## src/rtl/framebuffer_port_arbiter.sv

```systemverilog
// Arbitrates the single framebuffer port between the SPI host path and a
// constant-value fill engine; host has priority, bounded by a starvation limit.
module framebuffer_port_arbiter #(
    parameter int ADDR_W       = 17,
    parameter int DATA_W       = 8,
    parameter int FB_WORDS     = 76800,
    parameter int STARVE_LIMIT = 8
) (
    input  logic              clk,
    input  logic              reset,
    input  logic              host_valid,
    input  logic              host_we,
    input  logic [ADDR_W-1:0] host_addr,
    input  logic [DATA_W-1:0] host_wdata,
    output logic              host_ready,
    output logic [DATA_W-1:0] host_rdata,
    output logic              host_rvalid,
    input  logic              fill_start,
    input  logic [ADDR_W-1:0] fill_addr,
    input  logic [ADDR_W-1:0] fill_len,
    input  logic [DATA_W-1:0] fill_value,
    input  logic              fill_vblank_only,
    input  logic              fill_abort,
    input  logic              vblank,
    output logic              fill_busy,
    output logic              fill_done,
    output logic [ADDR_W-1:0] fb_addr,
    output logic [DATA_W-1:0] fb_wdata,
    output logic              fb_wren,
    input  logic [DATA_W-1:0] fb_rdata
);
    localparam int                SW         = $clog2(STARVE_LIMIT + 1);
    localparam logic [ADDR_W-1:0] LAST_ADDR  = ADDR_W'(FB_WORDS - 1);
    localparam logic [SW-1:0]     STARVE_MAX = SW'(STARVE_LIMIT);

    typedef enum logic [1:0] {
        IDLE   = 2'd0,
        RUN    = 2'd1,
        FINISH = 2'd2
    } state_t;

    state_t            state_q, state_d;
    logic [ADDR_W-1:0] cur_q, cur_d;
    logic [ADDR_W-1:0] remaining_q, remaining_d;
    logic [DATA_W-1:0] value_q, value_d;
    logic              vblank_only_q, vblank_only_d;
    logic [SW-1:0]     starve_q, starve_d;
    logic [ADDR_W-1:0] fb_addr_q, fb_addr_d;
    logic [DATA_W-1:0] fb_wdata_q, fb_wdata_d;
    logic              fb_wren_q, fb_wren_d;
    logic              rd_pend_q, rd_pend_d;
    logic [DATA_W-1:0] host_rdata_q, host_rdata_d;
    logic              host_rvalid_q, host_rvalid_d;
    logic              fill_busy_q, fill_busy_d;
    logic              fill_done_q, fill_done_d;

    logic fill_elig, host_gnt, fill_gnt, last_word;

    // Host wins unless the fill engine has been passed over STARVE_LIMIT times in a row.
    always_comb begin
        fill_elig = (state_q == RUN) && (remaining_q != '0) && (!vblank_only_q || vblank);
        host_gnt  = host_valid && !reset && !(fill_elig && (starve_q == STARVE_MAX));
        fill_gnt  = fill_elig && !host_gnt;
        last_word = (remaining_q == ADDR_W'(1)) || (cur_q == LAST_ADDR);
    end

    always_comb begin
        state_d       = state_q;
        cur_d         = cur_q;
        remaining_d   = remaining_q;
        value_d       = value_q;
        vblank_only_d = vblank_only_q;
        starve_d      = starve_q;
        fb_addr_d     = fb_addr_q;
        fb_wdata_d    = fb_wdata_q;
        fb_wren_d     = 1'b0;
        rd_pend_d     = host_gnt && !host_we;
        host_rdata_d  = host_rdata_q;
        host_rvalid_d = rd_pend_q;

        if (!fill_elig || fill_gnt) begin
            starve_d = '0;
        end else if (host_gnt && (starve_q != STARVE_MAX)) begin
            starve_d = starve_q + SW'(1);
        end

        if (host_gnt) begin
            fb_addr_d = host_addr;
            fb_wren_d = host_we;
            if (host_we) begin
                fb_wdata_d = host_wdata;
            end
        end else if (fill_gnt) begin
            fb_addr_d  = cur_q;
            fb_wdata_d = value_q;
            fb_wren_d  = 1'b1;
        end

        // fb_rdata answers the address registered on the previous edge.
        if (rd_pend_q) begin
            host_rdata_d = fb_rdata;
        end

        case (state_q)
            IDLE: begin
                if (fill_start) begin
                    cur_d         = fill_addr;
                    remaining_d   = fill_len;
                    value_d       = fill_value;
                    vblank_only_d = fill_vblank_only;
                    state_d       = ((fill_len == '0) || (fill_addr > LAST_ADDR)) ? FINISH : RUN;
                end
            end
            RUN: begin
                if (fill_gnt) begin
                    cur_d       = cur_q + ADDR_W'(1);
                    remaining_d = remaining_q - ADDR_W'(1);
                end
                if (fill_abort) begin
                    state_d = IDLE;
                end else if (fill_gnt && last_word) begin
                    state_d = FINISH;
                end
            end
            FINISH:  state_d = IDLE;
            default: state_d = IDLE;
        endcase

        fill_busy_d = (state_d != IDLE);
        fill_done_d = (state_d == FINISH);
    end

    always_ff @(posedge clk or posedge reset) begin
        if (reset) begin
            state_q       <= IDLE;
            cur_q         <= '0;
            remaining_q   <= '0;
            value_q       <= '0;
            vblank_only_q <= 1'b0;
            starve_q      <= '0;
            fb_addr_q     <= '0;
            fb_wdata_q    <= '0;
            fb_wren_q     <= 1'b0;
            rd_pend_q     <= 1'b0;
            host_rdata_q  <= '0;
            host_rvalid_q <= 1'b0;
            fill_busy_q   <= 1'b0;
            fill_done_q   <= 1'b0;
        end else begin
            state_q       <= state_d;
            cur_q         <= cur_d;
            remaining_q   <= remaining_d;
            value_q       <= value_d;
            vblank_only_q <= vblank_only_d;
            starve_q      <= starve_d;
            fb_addr_q     <= fb_addr_d;
            fb_wdata_q    <= fb_wdata_d;
            fb_wren_q     <= fb_wren_d;
            rd_pend_q     <= rd_pend_d;
            host_rdata_q  <= host_rdata_d;
            host_rvalid_q <= host_rvalid_d;
            fill_busy_q   <= fill_busy_d;
            fill_done_q   <= fill_done_d;
        end
    end

    assign host_ready  = host_gnt;
    assign host_rdata  = host_rdata_q;
    assign host_rvalid = host_rvalid_q;
    assign fill_busy   = fill_busy_q;
    assign fill_done   = fill_done_q;
    assign fb_addr     = fb_addr_q;
    assign fb_wdata    = fb_wdata_q;
    assign fb_wren     = fb_wren_q;

endmodule

```

## config.mk

```make
export PLATFORM = sky130hd
export DESIGN_NAME = framebuffer_port_arbiter
export DESIGN_NICKNAME = d
export VERILOG_FILES = /design/src/rtl/framebuffer_port_arbiter.sv
export SDC_FILE = /design/constraint.sdc
export NUM_CORES = 1
export LEC_CHECK = 0
export BUFFER_PORTS_ARGS = -buffer_cell sky130_fd_sc_hd__buf_4
export CORE_MARGIN = 10
export CORE_UTILIZATION = 40
export DETAILED_ROUTE_END_ITERATION = 10
export GPL_ROUTABILITY_DRIVEN = 0
export PLACE_DENSITY = 0.72
export SYNTH_ARGS = -nofsm -noshare
export SYNTH_HDL_FRONTEND = slang
export SYNTH_SLANG_ARGS = --single-unit
```

## constraint.sdc

```tcl
create_clock -name clk -period 2.6 [get_ports clk]
set_input_delay 0.26 -clock clk [delete_from_list [all_inputs] [get_ports clk]]
set_output_delay 0.26 -clock clk [all_outputs]
set_load 0.03 [all_outputs]
```

==> results of run 1 <==
cell usage after synthesis, types with 3 or more instances:
master,instances,share of area [%]
o22ai_1,19,2.6
nand2_1,69,5.8
inv_1,20,1.7
o31ai_1,3,0.50
a21oi_1,52,5.8
mux2_2,8,2.0
or3_1,5,0.70
ha_1,6,1.7
o21ai_0,14,1.6
a2bb2oi_1,3,0.58
dfrtp_1,87,48
nor4_1,6,0.84
clkbuf_1,17,1.4
or4_4,3,0.75
o221a_2,17,4.3
a221oi_1,9,1.8
buf_2,8,0.89
o22a_1,4,0.78
nand4_1,8,1.1
a31oi_1,5,0.70
nor2_1,40,3.3
nand2b_1,21,2.9
nand3_1,10,1.1
power by group through the flow:
| stage | clock network (mW) | registers, mW | logic [mW] |
|---|---|---|---|
| 2_1_floorplan | 0 | 2.37 | 0.915 |
| 3_3_place_gp | 0 | 2.17 | 1.77 |
| 3_5_place_dp | 0 | 2.19 | 1.81 |
| 4_1_cts | 1.42 | 2.17 | 1.82 |
| 5_1_grt | 1.48 | 2.25 | 1.99 |
| 6_report | 1.39 | 2.19 | 1.82 |
sequential cells by signal (all words and copies together) (netlist names):
name           flops
cur_q             17
fb_addr           17
remaining_q       17
fb_wdata           8
host_rdata         8
value_q            8
starve_q           4
state_q            2
fb_wren            1
fill_busy          1
fill_done          1
host_rvalid        1
host_rvalid_d      1
vblank_only_q      1
logic make-up after synthesis:
| logic type | Yosys count |
|---|---|
| buffers and inverters | 49 |
| AO/OA/AOI/OAI | 144 |
| XOR/XNOR | 2 |
| AND/OR/NAND/NOR | 186 |
| flip-flops | 87 |
| multiplexers | 8 |
| adder cells (fa/ha/maj) | 6 |
metal layers:
| layer | vias to the layer above | share of wire, % | GRT usage [%] |
|---|---|---|---|
| li1 | 2016 | - | - |
| met5 | - | 0 | 0 |
| met2 | 167 | 46 | 24.89 |
| met4 | 0 | 2.1 | 6.698 |
| met3 | 21 | 6.7 | 3.733 |
| met1 | 2027 | 45 | 21.26 |
repair_timing:
| action | in CTS | in global routing |
|---|---|---|
| buffers inserted | 0 | 0 |
| resized for setup | 0 | 1 |
| hold endpoints to repair | 0 | 0 |
| endpoints found under the setup margin | 0 | 1 |
worst max-delay path, delay by kind of cell, from the launching register on:
family / cells / cell delay [ns]
buffers and inverters: 4 / 0.61
adder cells (fa/ha/maj): 1 / 0.17
flip-flops: 1 / 0.43
AND/OR/NAND/NOR: 4 / 0.57
layout make-up:
type	count	area, sq um	area share (%)
Clock buffer	11	242.7	4.067
Multi-Input combinational cell	346	2127	35.64
Sequential cell	87	2177	36.48
Tap cell	140	175.2	2.935
Clock inverter	5	81.33	1.363
Inverter	20	76.32	1.279
Timing Repair Buffer	140	1089	18.24
worst max path at each step:
stage,startpoint,endpoint,depth (start not counted)
2_1_floorplan,reset,cur_q[0]$_DFFE_PP0P_,1
3_3_place_gp,remaining_q[0]$_DFFE_PP0P_,remaining_q[12]$_DFFE_PP0P_,7
3_5_place_dp,remaining_q[0]$_DFFE_PP0P_,remaining_q[12]$_DFFE_PP0P_,7
4_1_cts,remaining_q[0]$_DFFE_PP0P_,host_ready,9
5_1_grt,remaining_q[0]$_DFFE_PP0P_,host_ready,9
6_report,remaining_q[0]$_DFFE_PP0P_,host_ready,9
==> impl_metrics.toml, run 1 <==
[logic_synthesis]
ys_types = 56
synthXorXnorAreaFrac_pct = 0.3896
synth_top_family_by_area = "compound AO/OA/AOI/OAI gates"
seq_area_frac_synth_pct = 48.43
synth_ff_type = "dfrtp_1"
synth_edf_count = 0
syn-cell-area_sq_um = 4496
synthArstFlopShare_pct = 100.0
syn_inst = 482
yosysWarningCount = 0
avgSynthCellArea_sq_um = 9.327
synth_fp_nets = 571
synthMuxAreaShare_pct = 2.004
synth_fa_ha_area_share_pct = 1.670
synth-simple-area-share_pct = 20.82
synth-compound-area-share_pct = 22.13
synth-seq-cells = 87

[floorplanning]
die_y_um = 126.0
rows = 38
die_area_sq_um = 15880
pin_count = 121
core_area_sq_um = 10940
die_w_um = 126.0
initial_core_util_pct = 41.11

[routing]
antenna_left = 0
wl_per_cell_um = 17.57
viasPerCell = 5.649
drc = 0
wirelength_mm = 13.16
drt_iter0_markers = 316
drt_pre_antenna_iters = 5
num_vias = 4231

[timing]
max_freq_mhz = 418.3
finalSetupTns_ns = 0
setup_viol = 0
setup_ws_ns = 0.2092
finalCriticalPeriod_ns = 2.391
fin_worst_skew_ns = 0.008331
rsz0062_at_grt = "no"
finalHoldViolCount = 0
slew_headroom_pct = 55.05
timing.hold.ws_ns = 0.01537
slew_viol_final = 0
worstMarginPinSlew_ns = 0.6735
period_share_pct = 91.95

[placed_design]
place_area_sq_um = 5638
place_inst = 733
dp_hpwl_mm = 9.860
dp_slack_ns = 0.3282
io_buffers = 120

[final_layout]
antenna_cells = 0
drive_gt1_share_pct = 32.51
syn_to_final_growth_pct = 32.76
final_cell_mix = "buf_4 (137), dfrtp_1 (87), nand2_1 (69)"
final_common_cell = "buf_4"
nFillCells = 1003
finalNetCount = 693
post-route-cell-area_sq_um = 5968
utilization_pct = 54.58
instances_no_fill = 749

[critical_path]
worstSetupPathType = "reg -> out"
reg2reg_from = "starve_q[0]$_DFFE_PP0P_"
critPathSlowestCell = "dfrtp_1"
critPathLaunchType = "flip-flop"
max_stage_delay_ns = 0.43
r2r_end = "cur_q[9]$_DFFE_PP0P_"
crit_chain = "inv_1, ha_1, nor4b_2, nand4_1, buf_4, nand3_1, nand2_1, inv_1, buf_4"
reg2reg_slack_ns = 0.28
crit_arrival_ns = 2.13
rr_worst_depth = 7
path_max_fanout = 7
critical_path_required_ns = 2.34
end_kind = "output pin"

[cts]
clkLatencyLatePin_ns = 0.34
cts_htree_levels = 3
cts_buffers = 9
clockBufferDepth = 2
cts.sinks = 87
path_clk_slew_ns = 0.06
cts_hold_buf = 0
cts-root-buf = "clkbuf_16"
cts_tree = "built"

[hold_path]
hp-class = "in -> async"

[pwr]
combPwrFrac_pct = 33.7
p_leak_nw = 2.628
ir_drop_mv = 0.4061
seqPwrFrac_pct = 40.6
total_power_mw = 5.389
p_clk_share_pct = 25.7
p_int_mw = 3.415
switchingPower_mw = 1.974
p_per_area_nw_per_um2 = 903.0
switching_share_pct = 36.63

[global_routing]
grt_max_degree = 58
grt_overflow = 0
grt_pass1_wl_mm = 21.41
antenna_found_initial = 0
track_usage_pct = 16.12
grt_pass1_vias = 4239

[run]
maxCapViolations = 0

[status]
outcome = "finished clean"
(Power assumes the default switching activity.)
==> run 2, diff against run 1 <==
--- a/config.mk
+++ b/config.mk
@@ -7,10 +7,10 @@
 export LEC_CHECK = 0
 export BUFFER_PORTS_ARGS = -buffer_cell sky130_fd_sc_hd__buf_4
 export CORE_MARGIN = 10
-export CORE_UTILIZATION = 40
+export CORE_UTILIZATION = 25
 export DETAILED_ROUTE_END_ITERATION = 10
 export GPL_ROUTABILITY_DRIVEN = 0
-export PLACE_DENSITY = 0.72
+export PLACE_DENSITY = 0.52
 export SYNTH_ARGS = -nofsm -noshare
 export SYNTH_HDL_FRONTEND = slang
 export SYNTH_SLANG_ARGS = --single-unit
==> run 2 against run 1 <==
Cell count is 11% higher. Core utilization is 20 points lower. First-iteration DRC count is 23% lower. Register-to-register slack better by 0.10 ns. Largest cell class unchanged. Wire length is 9.9% higher. Clock skew is 0.0026 ns higher. Critical endpoint unchanged. Sequential cell count stayed put.
==> impl_metrics.toml, run 2 (synthesis gave the netlist of run 1 again) <==
[routing]
drc = 0
viasPerCell = 4.971
drt_iter0_markers = 244
wirelength_mm = 14.46
wl_per_cell_um = 17.42
num_vias = 4126
drt_pre_antenna_iters = 7
antenna_left = 0

[timing]
slew_headroom_pct = 61.39
timing.hold.ws_ns = 0.09527
rsz0062_at_grt = "no"
finalHoldViolCount = 0
max_freq_mhz = 417.0
finalCriticalPeriod_ns = 2.398
setup_ws_ns = 0.2017
setup_viol = 0
finalSetupTns_ns = 0
slew_viol_final = 0
period_share_pct = 92.24
fin_worst_skew_ns = 0.01093
worstMarginPinSlew_ns = 0.5747

[critical_path]
cp_common_cell = "buf_4"
critPathSlowestCell = "dfrtp_2"
max_stage_delay_ns = 0.44
worstSetupPathType = "reg -> out"
crit_arrival_ns = 2.14
crit_buf_inv = 5
path_max_fanout = 9
reg2reg_slack_ns = 0.38
end_kind = "output pin"
crit_chain = "inv_2, ha_1, nor4b_2, nand4_1, buf_4, nand3_1, nand2_1, buf_4, inv_1, buf_4"
critPathLaunchType = "flip-flop"
critical_path_required_ns = 2.34
crit_family = "buffers and inverters"

[final_layout]
final_cell_mix = "buf_4 (133), dfrtp_1 (86), nand2_1 (69)"
instances_no_fill = 830
nFillCells = 1800
utilization_pct = 34.58
antenna_cells = 0
final_common_cell = "buf_4"
post-route-cell-area_sq_um = 6043
drive_gt1_share_pct = 32.40
finalNetCount = 691
syn_to_final_growth_pct = 34.43

[placed_design]
io_buffers = 120
dp_hpwl_mm = 10.98
place_inst = 815
dp_slack_ns = 0.3474
place_area_sq_um = 5739

[global_routing]
grt_overflow = 0
track_usage_pct = 12.07
grt_pass1_vias = 4319
grt_max_degree = 51
antenna_found_initial = 0
grt_pass1_wl_mm = 23.32

[floorplanning]
pin_count = 121
die_w_um = 154.1
core_area_sq_um = 17480
initial_core_util_pct = 25.72
rows = 48
die_area_sq_um = 23750
die_y_um = 154.1

[cts]
cts_tree = "built"
cts-root-buf = "clkbuf_16"
clockBufferDepth = 2
cts_buffers = 9
cts_htree_levels = 3
clkLatencyLatePin_ns = 0.35
path_clk_slew_ns = 0.06
cts.sinks = 87

[hold_path]
hp-class = "in -> reg"

[pwr]
ir_drop_mv = 0.3309
total_power_mw = 5.283
p_per_area_nw_per_um2 = 874.2
p_leak_nw = 2.599

[status]
outcome = "finished clean"

[run]
maxCapViolations = 0
## run 2: cell count changes in the layout (fill, tap and decap cells not counted), sizes merged
| cell | previous run | this run |
|---|---|---|
| bufinv | 2 | 1 |
| dlygate4sd3 | 0 | 1 |
| clkinv | 3 | 1 |
| buf | 140 | 137 |
| clkbuf | 11 | 13 |
| clkinvlp | 1 | 0 |
## run 2: final cells by class
cell class	instances	area, sq um	area share [%]
sequential	87	2178	36.05
multi-input combinational	346	2138	35.38
timing repair buffer	138	1089	18.01
tap	225	281.5	4.658
clock buffer	13	250.2	4.141
inverter	20	76.32	1.263
clock inverter	1	30.03	0.4969
## run 2: routing by layer
metal / GRT usage [%] / up-vias / part of all wire (%)
li1: - / 1999 / -
met5: 0 / - / 0
met3: 3.013 / 21 / 6.4
met1: 15.87 / 1964 / 47
met4: 5.038 / 0 / 2.1
met2: 18.40 / 142 / 45
## run 2: what timing repair did
item,CTS,global route
resized for setup,0,5
endpoints found under the setup margin,0,1
endpoints found under the hold margin,13,0
hold buffers,1,0
buffers inserted,0,0
## run 2: where the power goes
| group | switching, mW | leakage (nW) | internal, mW | total [mW] |
|---|---|---|---|---|
| Sequential | 0.446 | 1.00 | 1.75 | 2.20 |
| Combinational | 1.02 | 1.46 | 0.800 | 1.82 |
| Clock | 0.508 | 0.136 | 0.762 | 1.27 |
## run 2: final timing paths
check                                         endpoint  depth (start not counted)                  startpoint
max                                         host_ready                         10  remaining_q[0]$_DFFE_PP0P_
min                            host_rvalid_d$_DFF_PP0_                          2                     host_we
max reg2reg                remaining_q[12]$_DFFE_PP0P_                          7  remaining_q[0]$_DFFE_PP0P_
min reg2reg                     value_q[2]$_DFFE_PP0P_                          2      value_q[2]$_DFFE_PP0P_
max in group asynchronous         cur_q[6]$_DFFE_PP0P_                          4                       reset
min in group asynchronous      fb_wdata[4]$_DFFE_PP0P_                          3                       reset
